==> src/rtl/rs_15_11_encoder_pkg.sv <==
// Shared RS(15,11) constants over GF(16), poly x^4+x+1.
// Generator g(x) = (x+a)(x+a^2)(x+a^3)(x+a^4), a = 4'h2.
package rs_pkg;

    localparam int N     = 15;
    localparam int K     = 11;
    localparam int NPAR  = 4;
    localparam int SYM_W = 4;

    localparam logic [SYM_W-1:0] G3 = 4'hD;
    localparam logic [SYM_W-1:0] G2 = 4'hC;
    localparam logic [SYM_W-1:0] G1 = 4'h8;
    localparam logic [SYM_W-1:0] G0 = 4'h7;

    typedef enum logic {
        DATA,
        PARITY
    } phase_e;

    function automatic logic [SYM_W-1:0] gf16_xtime(
        input logic [SYM_W-1:0] a
    );
        return {a[2:0], 1'b0} ^ (a[3] ? 4'h3 : 4'h0);
    endfunction

    // Constant operand folds this into a pure XOR network.
    function automatic logic [SYM_W-1:0] gf16_mul_const(
        input logic [SYM_W-1:0] a,
        input logic [SYM_W-1:0] c
    );
        logic [SYM_W-1:0] acc;
        logic [SYM_W-1:0] sh;
        acc = '0;
        sh  = a;
        for (int i = 0; i < SYM_W; i++) begin
            if (c[i]) acc = acc ^ sh;
            sh = gf16_xtime(sh);
        end
        return acc;
    endfunction

endpackage

==> src/rtl/rs_15_11_encoder_if.sv <==
// Symbol stream bundle for the RS(15,11) encoder.
// master drives message symbols and OUT_READY; slave is the encoder.
interface rs_15_11_encoder_if;
    import rs_pkg::*;

    logic [SYM_W-1:0] IN_SERIAL;
    logic             IN_VALID;
    logic             IN_READY;
    logic [SYM_W-1:0] OUT_SERIAL;
    logic             OUT_VALID;
    logic             OUT_READY;
    logic             OUT_LAST;

    modport master (
        output IN_SERIAL,
        output IN_VALID,
        output OUT_READY,
        input  IN_READY,
        input  OUT_SERIAL,
        input  OUT_VALID,
        input  OUT_LAST
    );

    modport slave (
        input  IN_SERIAL,
        input  IN_VALID,
        input  OUT_READY,
        output IN_READY,
        output OUT_SERIAL,
        output OUT_VALID,
        output OUT_LAST
    );

endinterface

==> src/rtl/rs_15_11_encoder_gf16_const_mult.sv <==
// GF(16) multiply by a fixed constant C.
// Used for the generator taps on the LFSR feedback symbol.
module gf16_const_mult
    import rs_pkg::*;
#(
    parameter logic [SYM_W-1:0] C = 4'h1
) (
    input  logic [SYM_W-1:0] din,
    output logic [SYM_W-1:0] dout
);

    assign dout = gf16_mul_const(din, C);

endmodule

==> src/rtl/rs_15_11_encoder.sv <==
// Systematic RS(15,11) encoder: 11 data symbols pass through,
// then 4 parity symbols shift out of the generator LFSR.
module rs_15_11_encoder
    import rs_pkg::*;
(
    input logic          CLK,
    input logic          RESET_GLOBAL,
    rs_15_11_encoder_if.slave bus
);

    localparam logic [3:0] LAST_DATA = 4'(K - 1);
    localparam logic [3:0] LAST_SYM  = 4'(N - 1);

    phase_e           phase;
    logic [3:0]       cnt;
    logic [SYM_W-1:0] r3, r2, r1, r0;
    logic [SYM_W-1:0] out_sym;
    logic             out_vld;
    logic             out_lst;

    logic             free;
    logic             in_rdy;
    logic [SYM_W-1:0] fb;
    logic [SYM_W-1:0] fb_g3, fb_g2, fb_g1, fb_g0;

    // The output slot is free when empty or being drained this cycle.
    assign free   = !out_vld || bus.OUT_READY;
    assign in_rdy = (phase == DATA) && free;
    assign fb     = bus.IN_SERIAL ^ r3;

    assign bus.IN_READY   = in_rdy;
    assign bus.OUT_SERIAL = out_sym;
    assign bus.OUT_VALID  = out_vld;
    assign bus.OUT_LAST   = out_lst;

    gf16_const_mult #(.C(G3)) u_g3 (.din(fb), .dout(fb_g3));
    gf16_const_mult #(.C(G2)) u_g2 (.din(fb), .dout(fb_g2));
    gf16_const_mult #(.C(G1)) u_g1 (.din(fb), .dout(fb_g1));
    gf16_const_mult #(.C(G0)) u_g0 (.din(fb), .dout(fb_g0));

    // Phase FSM, LFSR update/shift-out and output register.
    always_ff @(posedge CLK or negedge RESET_GLOBAL) begin
        if (!RESET_GLOBAL) begin
            phase   <= DATA;
            cnt     <= '0;
            r3      <= '0;
            r2      <= '0;
            r1      <= '0;
            r0      <= '0;
            out_sym <= '0;
            out_vld <= 1'b0;
            out_lst <= 1'b0;
        end else if (free) begin
            unique case (phase)
                DATA: begin
                    if (bus.IN_VALID) begin
                        r3      <= r2 ^ fb_g3;
                        r2      <= r1 ^ fb_g2;
                        r1      <= r0 ^ fb_g1;
                        r0      <= fb_g0;
                        out_sym <= bus.IN_SERIAL;
                        out_vld <= 1'b1;
                        out_lst <= 1'b0;
                        cnt     <= cnt + 4'd1;
                        if (cnt == LAST_DATA) phase <= PARITY;
                    end else begin
                        out_vld <= 1'b0;
                        out_lst <= 1'b0;
                    end
                end
                PARITY: begin
                    out_sym <= r3;
                    out_vld <= 1'b1;
                    if (cnt == LAST_SYM) begin
                        out_lst <= 1'b1;
                        cnt     <= '0;
                        r3      <= '0;
                        r2      <= '0;
                        r1      <= '0;
                        r0      <= '0;
                        phase   <= DATA;
                    end else begin
                        out_lst <= 1'b0;
                        cnt     <= cnt + 4'd1;
                        r3      <= r2;
                        r2      <= r1;
                        r1      <= r0;
                        r0      <= '0;
                    end
                end
            endcase
        end
    end

endmodule

==> src/flat_wrapper.sv <==
// flat-port wrapper written by rule: the top's interface ports become plain ports
module rs_15_11_encoder_flat import rs_pkg::*;
  (CLK, RESET_GLOBAL, bus_IN_SERIAL, bus_IN_VALID, bus_OUT_READY, bus_IN_READY, bus_OUT_SERIAL, bus_OUT_VALID, bus_OUT_LAST);
  rs_15_11_encoder_if bus_i ();
  input logic CLK;
  input logic RESET_GLOBAL;
  input wire logic [$bits(bus_i.IN_SERIAL)-1:0] bus_IN_SERIAL;
  input wire logic [$bits(bus_i.IN_VALID)-1:0] bus_IN_VALID;
  input wire logic [$bits(bus_i.OUT_READY)-1:0] bus_OUT_READY;
  output wire logic [$bits(bus_i.IN_READY)-1:0] bus_IN_READY;
  output wire logic [$bits(bus_i.OUT_SERIAL)-1:0] bus_OUT_SERIAL;
  output wire logic [$bits(bus_i.OUT_VALID)-1:0] bus_OUT_VALID;
  output wire logic [$bits(bus_i.OUT_LAST)-1:0] bus_OUT_LAST;
  assign bus_i.IN_SERIAL = bus_IN_SERIAL;
  assign bus_i.IN_VALID = bus_IN_VALID;
  assign bus_i.OUT_READY = bus_OUT_READY;
  assign bus_IN_READY = bus_i.IN_READY;
  assign bus_OUT_SERIAL = bus_i.OUT_SERIAL;
  assign bus_OUT_VALID = bus_i.OUT_VALID;
  assign bus_OUT_LAST = bus_i.OUT_LAST;
  rs_15_11_encoder u_core (.CLK(CLK), .RESET_GLOBAL(RESET_GLOBAL), .bus(bus_i));
endmodule
==> config.mk <==
export PLATFORM = sky130hd
export DESIGN_NAME = rs_15_11_encoder_flat
export DESIGN_NICKNAME = d
export VERILOG_FILES = /design/src/rtl/rs_15_11_encoder_pkg.sv /design/src/rtl/rs_15_11_encoder_if.sv /design/src/rtl/rs_15_11_encoder_gf16_const_mult.sv /design/src/rtl/rs_15_11_encoder.sv /design/src/flat_wrapper.sv
export SDC_FILE = /design/constraint.sdc
export NUM_CORES = 1
export LEC_CHECK = 0
export ABC_AREA = 0
export CAP_MARGIN = 20
export CELL_PAD_IN_SITES_DETAIL_PLACEMENT = 0
export CELL_PAD_IN_SITES_GLOBAL_PLACEMENT = 1
export CORE_MARGIN = 5
export CORE_UTILIZATION = 43
export DETAILED_ROUTE_END_ITERATION = 7
export PLACE_DENSITY_LB_ADDON = 0.25
export SYNTH_ARGS = -nofsm -noshare
export SYNTH_HDL_FRONTEND = slang
export SYNTH_SLANG_ARGS = --single-unit
==> constraint.sdc <==
create_clock -name CLK -period 2.35 [get_ports CLK]
set_input_delay 0.3525 -clock CLK [delete_from_list [all_inputs] [get_ports CLK]]
set_output_delay 0.3525 -clock CLK [all_outputs]
set_load 0.05 [all_outputs]
==> flow_summary.toml, run 1 <==
[grt]
globalRouteOverflowTotal = 0
first_pass_grt_wire_length_um = 4947
grt_usage = 0.1469
grt_pass1_vias = 1036
grt_start_max_net_pins = 28
antenna_violations_before_repair = 0

[clocking]
tritoncts.num_buffers = 3
htree_levels = 1
hold_buffers = 0
cts_tree = "built"
clock_tree.root_cell = "sky130_fd_sc_hd__clkbuf_4"
cts_post_setup_buffers_inserted = 0
quantity_of_gates_resized_following_cts = 0
worst_skew_pair.late_latency_ns = 0.33
clock_tree.buffer_depth = 2
clkTransAtPathRegs_ns = 0.16
clock_sink_count = 27

[critical_path]
worst_ep_required_time_ns = 2.00
critical-path-slowest-cell = "sky130_fd_sc_hd__clkdlybuf4s50_1"
critPathTopFamily = "buffers and inverters"
critPathArrivalTime_ns = 1.51
critical_path.n_buffers_inverters = 1
timing.setup.critical_path_class = "reg -> out"
crit_path_end_kind = "output pin"
worst_path_largest_cell_delay_ns = 0.80
critical_path.cell_chain = "clkdlybuf4s50_1"
worstPathMaxFanout = 2
setup.worst_path.start_class = "flip-flop"

[floorplanning]
fp.coreArea_um2 = 3284
dieArea_um2 = 4566
fp.dieH_um = 67.57
rows = 21
initial_core_util = 0.4339
die_x_um = 67.57
io-pin-count = 15

[timing]
final.period_utilization = 0.7943
number_of_failing_hold_endpoints_at_the_final_stage = 0
rsz0062_at_grt = "no"
relSlewSlack = 0.6705
fin_worst_skew_ns = 0.01318
maxSlewViolCount = 0
fmaxAchievable_ghz = 0.5357
layout_min_cycle_time_ns = 1.867
setup_violations = 0
tightestPinTransition_ns = 0.4927
setup-tns-final_ns = 0

[detailed_routing]
remaining_drc_errors = 0
first_pass_iters = 4
routed-via-count = 1053
drt_iter0_drc = 37
routed_via_density = 4.921
postRouteWirelength_um = 2853
drt.antenna.violating_nets = 0
average_wire_per_cell_in_the_routed_design_um = 13.33

[synth]
post_synth_inst_count = 149
synth_seq_area_share = 0.4741
avgSynthCellArea_um2 = 9.565
synth.lib_cells_used.distinct = 25
yosys_warnings = 0
synth_nets = 159
postSynthRegisterBits = 27
synth_area_um2 = 1425

[finish]
fillerInstances = 327
syn_to_final_growth_pct = 18.35
layout.cells.most_common_list = "27 x sky130_fd_sc_hd__dfrtp_1, 22 x sky130_fd_sc_hd__nand2_1, 19 x sky130_fd_sc_hd__xnor2_1, 18 x sky130_fd_sc_hd__nor2_1, 18 x sky130_fd_sc_hd__o21ai_0"
final_cell_count_no_fill = 214
nNetsFinal = 179
layout_commonest_cell = "sky130_fd_sc_hd__dfrtp_1"
antenna_cells_inserted = 0
share_of_layout_cells_above_drive_strength_1 = 0.1131

[min_path]
hold_class = "in -> async"

[pwr]
pwr_density_cell_nw_per_um2 = 1461
ir_drop_v = 0.0007515
static-leakage-power_nw = 0.7158

[run_status]
run_status = "complete, no violations"

[place]
placed_cells_incl_taps = 210
port_buffers = 14
detailed_place_hpwl_um = 2088
routabilityCongestion = 0.7861

[job]
max_cap_viol_count = 0
power breakdown:
group          total [mW]  switching, mW  leakage [nW]  internal [mW]
Sequential          0.820          0.158         0.337          0.663
Combinational        1.44          0.796         0.365          0.641
Clock               0.207          0.142        0.0139         0.0651
sequential cells by signal, summed over array words and instances (netlist names):
signal / count
u_core.r3: 4
u_core.bus.OUT_SERIAL: 4
u_core.r1: 4
u_core.r0: 4
u_core.bus.OUT_VALID: 1
u_core.bus.OUT_LAST: 1
u_core.phase: 1
u_core.r2: 4
u_core.cnt: 4
routing by layer:
metal / wire (µm) / vias up / global-route usage
met4: 37 / 0 / 0.06076
met3: 110 / 6 / 0.01997
met5: 0 / - / 0
li1: - / 532 / -
met1: 1428 / 495 / 0.1948
met2: 1277 / 20 / 0.2394
logic make-up (layout without fill, tap and decap cells):
family / after synthesis / count (layout) / synth area share
compound gates: 29 / 29 / 0.1133
xor+xnor: 26 / 26 / 0.1809
fa+ha+maj: 2 / 2 / 0.01756
buf+inv: 10 / 29 / 0.02722
flops: 27 / 27 / 0.4741
mux: 5 / 5 / 0.03512
simple gates: 50 / 50 / 0.1519
worst paths after layout:
| check | from | endpoint | slack [ns] | depth (start not counted) |
|---|---|---|---|---|
| worst min register to register | u_core.bus.OUT_SERIAL[2]$_DFFE_PN0P_ | u_core.bus.OUT_SERIAL[2]$_DFFE_PN0P_ | 0.50 | 2 |
| worst max register to register | u_core.bus.OUT_VALID$_DFFE_PN0P_ | u_core.r3[0]$_DFFE_PN0P_ | 0.59 | 5 |
| worst max-delay path | u_core.bus.OUT_SERIAL[0]$_DFFE_PN0P_ | bus_OUT_SERIAL[0] | 0.48 | 1 |
| max in group asynchronous | RESET_GLOBAL | u_core.r1[0]$_DFFE_PN0P_ | 1.69 | 2 |
| worst min-delay path | RESET_GLOBAL | u_core.bus.OUT_SERIAL[3]$_DFFE_PN0P_ | 0.38 | 2 |
| min in group CLK | u_core.bus.OUT_SERIAL[2]$_DFFE_PN0P_ | u_core.bus.OUT_SERIAL[2]$_DFFE_PN0P_ | 0.50 | 2 |
Yosys cell counts:
cell                       instances  area share
sky130_fd_sc_hd__o311ai_1          1      0.0061
sky130_fd_sc_hd__dfrtp_1          27        0.47
sky130_fd_sc_hd__mux2i_1           5       0.035
sky130_fd_sc_hd__a21oi_1           4       0.014
sky130_fd_sc_hd__ha_1              2       0.018
sky130_fd_sc_hd__a31oi_1           1      0.0044
sky130_fd_sc_hd__nand2_1          22       0.058
sky130_fd_sc_hd__o21ai_0          18       0.063
sky130_fd_sc_hd__inv_1             2      0.0053
sky130_fd_sc_hd__xnor2_1          19        0.12
sky130_fd_sc_hd__o211ai_1          1      0.0053
sky130_fd_sc_hd__a21o_1            1      0.0053
sky130_fd_sc_hd__nor2_1           18       0.047
sky130_fd_sc_hd__or3_1             2      0.0088
sky130_fd_sc_hd__or2_2             1      0.0044
sky130_fd_sc_hd__nand4_1           2      0.0088
sky130_fd_sc_hd__o22ai_1           1      0.0044
sky130_fd_sc_hd__nor3b_1           2       0.011
sky130_fd_sc_hd__o31ai_1           2       0.011
sky130_fd_sc_hd__or4_1             1      0.0053
sky130_fd_sc_hd__clkbuf_1          7       0.018
sky130_fd_sc_hd__buf_2             1      0.0035
sky130_fd_sc_hd__xor2_1            3       0.018
sky130_fd_sc_hd__nor2b_1           2      0.0088
sky130_fd_sc_hd__xnor2_2           4       0.046
area by class of cell:
type                       instances  area (µm²)  area share
multi-input combinational        112       710.7      0.4214
sequential                        27       675.6      0.4006
timing repair buffer              23       205.2      0.1217
tap                               46       57.56     0.03412
clock buffer                       3       22.52     0.01335
clock inverter                     1       7.507    0.004451
inverter                           2       7.507    0.004451
stage by stage:
step / hold slack (ns) / setup WS [ns] / total power [mW] / util / area, µm²
2_1_floorplan: 0.05691 / 0.3328 / 1.893 / - / 1425
3_3_place_gp: 0.4620 / 0.2897 / 2.262 / 0.5044 / 1657
3_5_place_dp: 0.4726 / 0.2328 / 2.286 / 0.5044 / 1657
4_1_cts: 0.3901 / 0.4660 / 2.501 / 0.5135 / 1687
5_1_grt: 0.4069 / 0.4167 / 2.684 / 0.5135 / 1687
6_report: 0.3806 / 0.4834 / 2.464 / 0.5135 / 1687
Power figures use the tool's default switching activity.
==> inputs of run 2 (changes only) <==
==> constraint.sdc (replaced) <==
create_clock -name CLK -period 1.8 [get_ports CLK]
set_input_delay 0.27 -clock CLK [delete_from_list [all_inputs] [get_ports CLK]]
set_output_delay 0.27 -clock CLK [all_outputs]
set_load 0.05 [all_outputs]
==> flow_summary.toml, run 2 (synthesis results as in run 1) <==
[timing]
setup_violations = 0
tightestPinTransition_ns = 0.5003
relSlewSlack = 0.6659
final.period_utilization = 0.9157
fin_worst_skew_ns = 0.01168
rsz0062_at_grt = "no"
timing.hold.ws_ns = 0.3001
number_of_failing_hold_endpoints_at_the_final_stage = 0
maxSlewViolCount = 0
worst_slack_ns = 0.1518
layout_min_cycle_time_ns = 1.648
fmaxAchievable_ghz = 0.6067

[clocking]
worst_skew_pair.late_latency_ns = 0.33
clock_tree.root_cell = "sky130_fd_sc_hd__clkbuf_4"
cts_post_setup_buffers_inserted = 0
htree_levels = 1
clkTransAtPathRegs_ns = 0.15
clock_sink_count = 27
tritoncts.num_buffers = 3
clock_tree.buffer_depth = 2
cts_tree = "built"

[critical_path]
critPathTopFamily = "buffers and inverters"
critical_path.cell_chain = "nor2b_1 > buf_4 > nor2_2 > buf_4"
timing.setup.critical_path_class = "reg -> out"
critical-path-slowest-cell = "sky130_fd_sc_hd__dfrtp_2"
worst_path_depth = 4
worst_ep_required_time_ns = 1.53
setup.worst_path.start_class = "flip-flop"
worst_path_largest_cell_delay_ns = 0.37
reg2reg_depth = 6
critical_path.n_buffers_inverters = 2
critPathMostFrequentCell = "sky130_fd_sc_hd__buf_4"
crit_path_end_kind = "output pin"
worstPathMaxFanout = 5
worst-r2r-setup-slack_ns = 0.22
critPathArrivalTime_ns = 1.38

[min_path]
hold_class = "in -> async"

[place]
placement.cell_area_um2 = 1753
detailed_place_hpwl_um = 2257
preCtsSetupSlack_ns = -0.08416
port_buffers = 14
routabilityCongestion = 0.7411

[floorplanning]
dieArea_um2 = 4566
rows = 21
fp.dieH_um = 67.57
io-pin-count = 15
die_x_um = 67.57
initial_core_util = 0.4339
fp.coreArea_um2 = 3284

[grt]
antenna_violations_before_repair = 0
grt_pass1_vias = 1092
grt_usage = 0.1520
globalRouteOverflowTotal = 0
grt_start_max_net_pins = 28
first_pass_grt_wire_length_um = 5195

[detailed_routing]
first_pass_iters = 4
routed-via-count = 1109
routed_via_density = 4.907
drt_iter0_drc = 46
remaining_drc_errors = 0
average_wire_per_cell_in_the_routed_design_um = 13.16
postRouteWirelength_um = 2974
drt.antenna.violating_nets = 0

[finish]
nNetsFinal = 191
finish.instance_area_um2 = 1780
layout.cells.most_common_list = "26 x sky130_fd_sc_hd__dfrtp_1, 22 x sky130_fd_sc_hd__nand2_1, 22 x sky130_fd_sc_hd__buf_4, 19 x sky130_fd_sc_hd__xnor2_1, 18 x sky130_fd_sc_hd__o21ai_0"
share_of_layout_cells_above_drive_strength_1 = 0.1833
antenna_cells_inserted = 0
syn_to_final_growth_pct = 24.93
layout_commonest_cell = "sky130_fd_sc_hd__dfrtp_1"

[job]
max_cap_viol_count = 0

[pwr]
static-leakage-power_nw = 0.8038
ir_drop_v = 0.0006992
pwr_density_cell_nw_per_um2 = 1958

[run_status]
run_status = "complete, no violations"
run 2: final timing paths:
check,from,endpoint
min in group CLK,u_core.bus.OUT_LAST$_DFFE_PN0P_,u_core.bus.OUT_LAST$_DFFE_PN0P_
max in group asynchronous,RESET_GLOBAL,u_core.bus.OUT_VALID$_DFFE_PN0P_
hold reg to reg,u_core.bus.OUT_LAST$_DFFE_PN0P_,u_core.bus.OUT_LAST$_DFFE_PN0P_
setup reg to reg,u_core.r3[3]$_DFFE_PN0P_,u_core.r2[3]$_DFFE_PN0P_
setup / recovery,u_core.bus.OUT_VALID$_DFFE_PN0P_,bus_IN_READY
hold / removal,RESET_GLOBAL,u_core.r3[2]$_DFFE_PN0P_
run 2: power breakdown:
| part | total, mW | internal (mW) | leakage (nW) | switching (mW) |
|---|---|---|---|---|
| clock network | 0.264 | 0.0834 | 0.0177 | 0.180 |
| registers | 1.08 | 0.866 | 0.337 | 0.216 |
| logic | 2.14 | 1.05 | 0.450 | 1.09 |
| total | 3.49 | 2.00 | 0.804 | 1.48 |
run 2: routing by layer:
metal  vias to the layer above  wire length [µm]  track usage
met2                        13              1475       0.2515
li1                        558                 -            -
met4                         0                21      0.05316
met5                         -                 0            0
met3                         2                89      0.01997
met1                       536              1387       0.2027
run 2: stage by stage:
step                        util  power (mW)  setup TNS (ns)  std cells
final                     0.5421       3.486               0        226
after CTS                 0.5406       3.533               0        226
after global placement    0.5337       3.245         -0.1185        222
after global routing      0.5421       3.778               0        226
after detailed placement  0.5337       3.275         -0.1799        222
after floorplan                -       2.494        -0.02644        149
run 2: final cells by class:
class,count,area [µm²]
Tap cell,46,57.56
Timing Repair Buffer,35,295.3
Clock inverter,1,5.005
Inverter,2,7.507
Multi-Input combinational cell,112,715.7
Clock buffer,3,22.52
Sequential cell,27,676.9
Fill cell,317,1504
run 2: timing repair:
action	CTS	global route
endpoints found under the setup margin	4	2
gates resized for setup	4	2
hold buffers	0	0
run 2: worst reg2reg max path, cell delays in order (launching register included):
cell and delay, ns:
sky130_fd_sc_hd__dfrtp_1 0.44, sky130_fd_sc_hd__xnor2_1 0.16, sky130_fd_sc_hd__buf_4 0.15, sky130_fd_sc_hd__xnor2_1 0.24, sky130_fd_sc_hd__mux2i_1 0.24, sky130_fd_sc_hd__xor2_1 0.17, sky130_fd_sc_hd__o21ai_0 0.10
==> inputs of run 3 (changes only) <==
==> constraint.sdc (replaced) <==
create_clock -name CLK -period 1.8 [get_ports CLK]
set_input_delay 0.18 -clock CLK [delete_from_list [all_inputs] [get_ports CLK]]
set_output_delay 0.18 -clock CLK [all_outputs]
set_load 0.05 [all_outputs]
==> flow_summary.toml, run 3 (synthesis results as in run 1) <==
[clocking]
cts_post_setup_buffers_inserted = 0
clock_sink_count = 27
quantity_of_gates_resized_following_cts = 0
tritoncts.num_buffers = 3
htree_levels = 1
worst_skew_pair.late_latency_ns = 0.32
clkTransAtPathRegs_ns = 0.15
cts_tree = "built"
clock_tree.buffer_depth = 2
hold_buffers = 0
clock_tree.root_cell = "sky130_fd_sc_hd__clkbuf_4"

[grt]
globalRouteOverflowTotal = 0
grt_pass1_vias = 1106
grt_start_max_net_pins = 28
antenna_violations_before_repair = 0
grt_usage = 0.1449
first_pass_grt_wire_length_um = 4995

[floorplanning]
fp.coreArea_um2 = 3284
die_x_um = 67.57
fp.dieH_um = 67.57
rows = 21
io-pin-count = 15
dieArea_um2 = 4566
initial_core_util = 0.4339

[pwr]
pwr_density_cell_nw_per_um2 = 1948
static-leakage-power_nw = 0.7700
ir_drop_v = 0.0007519
fin_total_pwr_mw = 3.451

[critical_path]
critical_path.cell_chain = "clkdlybuf4s50_1"
crit_path_end_kind = "output pin"
critical-path-slowest-cell = "sky130_fd_sc_hd__clkdlybuf4s50_1"
worst_path_largest_cell_delay_ns = 0.81
setup.worst_path.start_class = "flip-flop"
worst_ep_required_time_ns = 1.62
worstPathMaxFanout = 2
worst-r2r-setup-slack_ns = 0.24
critPathArrivalTime_ns = 1.50
critPathTopFamily = "buffers and inverters"
critical_path.n_buffers_inverters = 1
timing.setup.critical_path_class = "reg -> out"

[detailed_routing]
average_wire_per_cell_in_the_routed_design_um = 12.91
routed_via_density = 4.791
remaining_drc_errors = 0
drt_iter0_drc = 52
postRouteWirelength_um = 2905
routed-via-count = 1078
first_pass_iters = 4
drt.antenna.violating_nets = 0

[finish]
nNetsFinal = 190
layout.cells.most_common_list = "26 x sky130_fd_sc_hd__dfrtp_1, 22 x sky130_fd_sc_hd__nand2_1, 21 x sky130_fd_sc_hd__buf_4, 19 x sky130_fd_sc_hd__xnor2_1, 18 x sky130_fd_sc_hd__o21ai_0"
layout_commonest_cell = "sky130_fd_sc_hd__dfrtp_1"
share_of_layout_cells_above_drive_strength_1 = 0.1732
fillerInstances = 302
syn_to_final_growth_pct = 24.32
finish.instance_area_um2 = 1772
antenna_cells_inserted = 0

[place]
placement.cell_area_um2 = 1745
detailed_place_hpwl_um = 2183
routabilityCongestion = 0.8629
port_buffers = 14

[min_path]
hold_class = "in -> async"

[timing]
maxSlewViolCount = 0
relSlewSlack = 0.6672
number_of_failing_hold_endpoints_at_the_final_stage = 0
tightestPinTransition_ns = 0.4977
final.period_utilization = 0.9328
timing.hold.ws_ns = 0.2040
setup_violations = 0
fin_worst_skew_ns = 0.009757
fmaxAchievable_ghz = 0.5956
rsz0062_at_grt = "no"
layout_min_cycle_time_ns = 1.679

[run_status]
run_status = "complete, no violations"

[job]
max_cap_viol_count = 0
==> run 3: path summary, 6_finish.rpt <==
path                                                       from                              endpoint  cells past startpoint
max in group asynchronous                          RESET_GLOBAL      u_core.bus.OUT_VALID$_DFFE_PN0P_                      2
hold / removal                                     RESET_GLOBAL  u_core.bus.OUT_SERIAL[0]$_DFFE_PN0P_                      2
min in group CLK           u_core.bus.OUT_SERIAL[1]$_DFFE_PN0P_  u_core.bus.OUT_SERIAL[1]$_DFFE_PN0P_                      2
hold reg to reg            u_core.bus.OUT_SERIAL[1]$_DFFE_PN0P_  u_core.bus.OUT_SERIAL[1]$_DFFE_PN0P_                      2
setup reg to reg                       u_core.r3[2]$_DFFE_PN0P_              u_core.r3[0]$_DFFE_PN0P_                      5
setup / recovery                u_core.bus.OUT_LAST$_DFFE_PN0P_                          bus_OUT_LAST                      1
==> run 3: layout make-up <==
type | instances | area [µm²] | area share
clock buffers | 4 | 26.28 | 0.01483
repair buffers | 34 | 287.8 | 0.1624
well taps | 46 | 57.56 | 0.03249
multi-input cells | 112 | 715.7 | 0.4040
flip-flops and latches | 27 | 676.9 | 0.3821
inverters | 2 | 7.507 | 0.004237
==> run 3: through the flow <==
stage,std cells,worst slack [ns],TNS (ns),util
detailed placement,221,0.04144,0,0.5314
finish,225,0.1210,0,0.5394
global route,225,0.05648,0,0.5394
CTS,225,0.09389,0,0.5394
global placement,221,0.04565,0,0.5314
floorplan,149,-0.02644,-0.02644,-
==> run 3: layer usage <==
metal,track usage,vias up,wire (µm)
li1,-,556,-
met1,0.1925,503,1386
met2,0.2454,17,1396
met3,0.01997,2,112
met4,0.03797,0,10
met5,0,-,0
==> run 3: power breakdown <==
group | total (mW) | switching, mW | internal [mW]
Sequential | 1.08 | 0.210 | 0.867
Combinational | 2.11 | 1.08 | 1.03
Clock | 0.261 | 0.174 | 0.0866
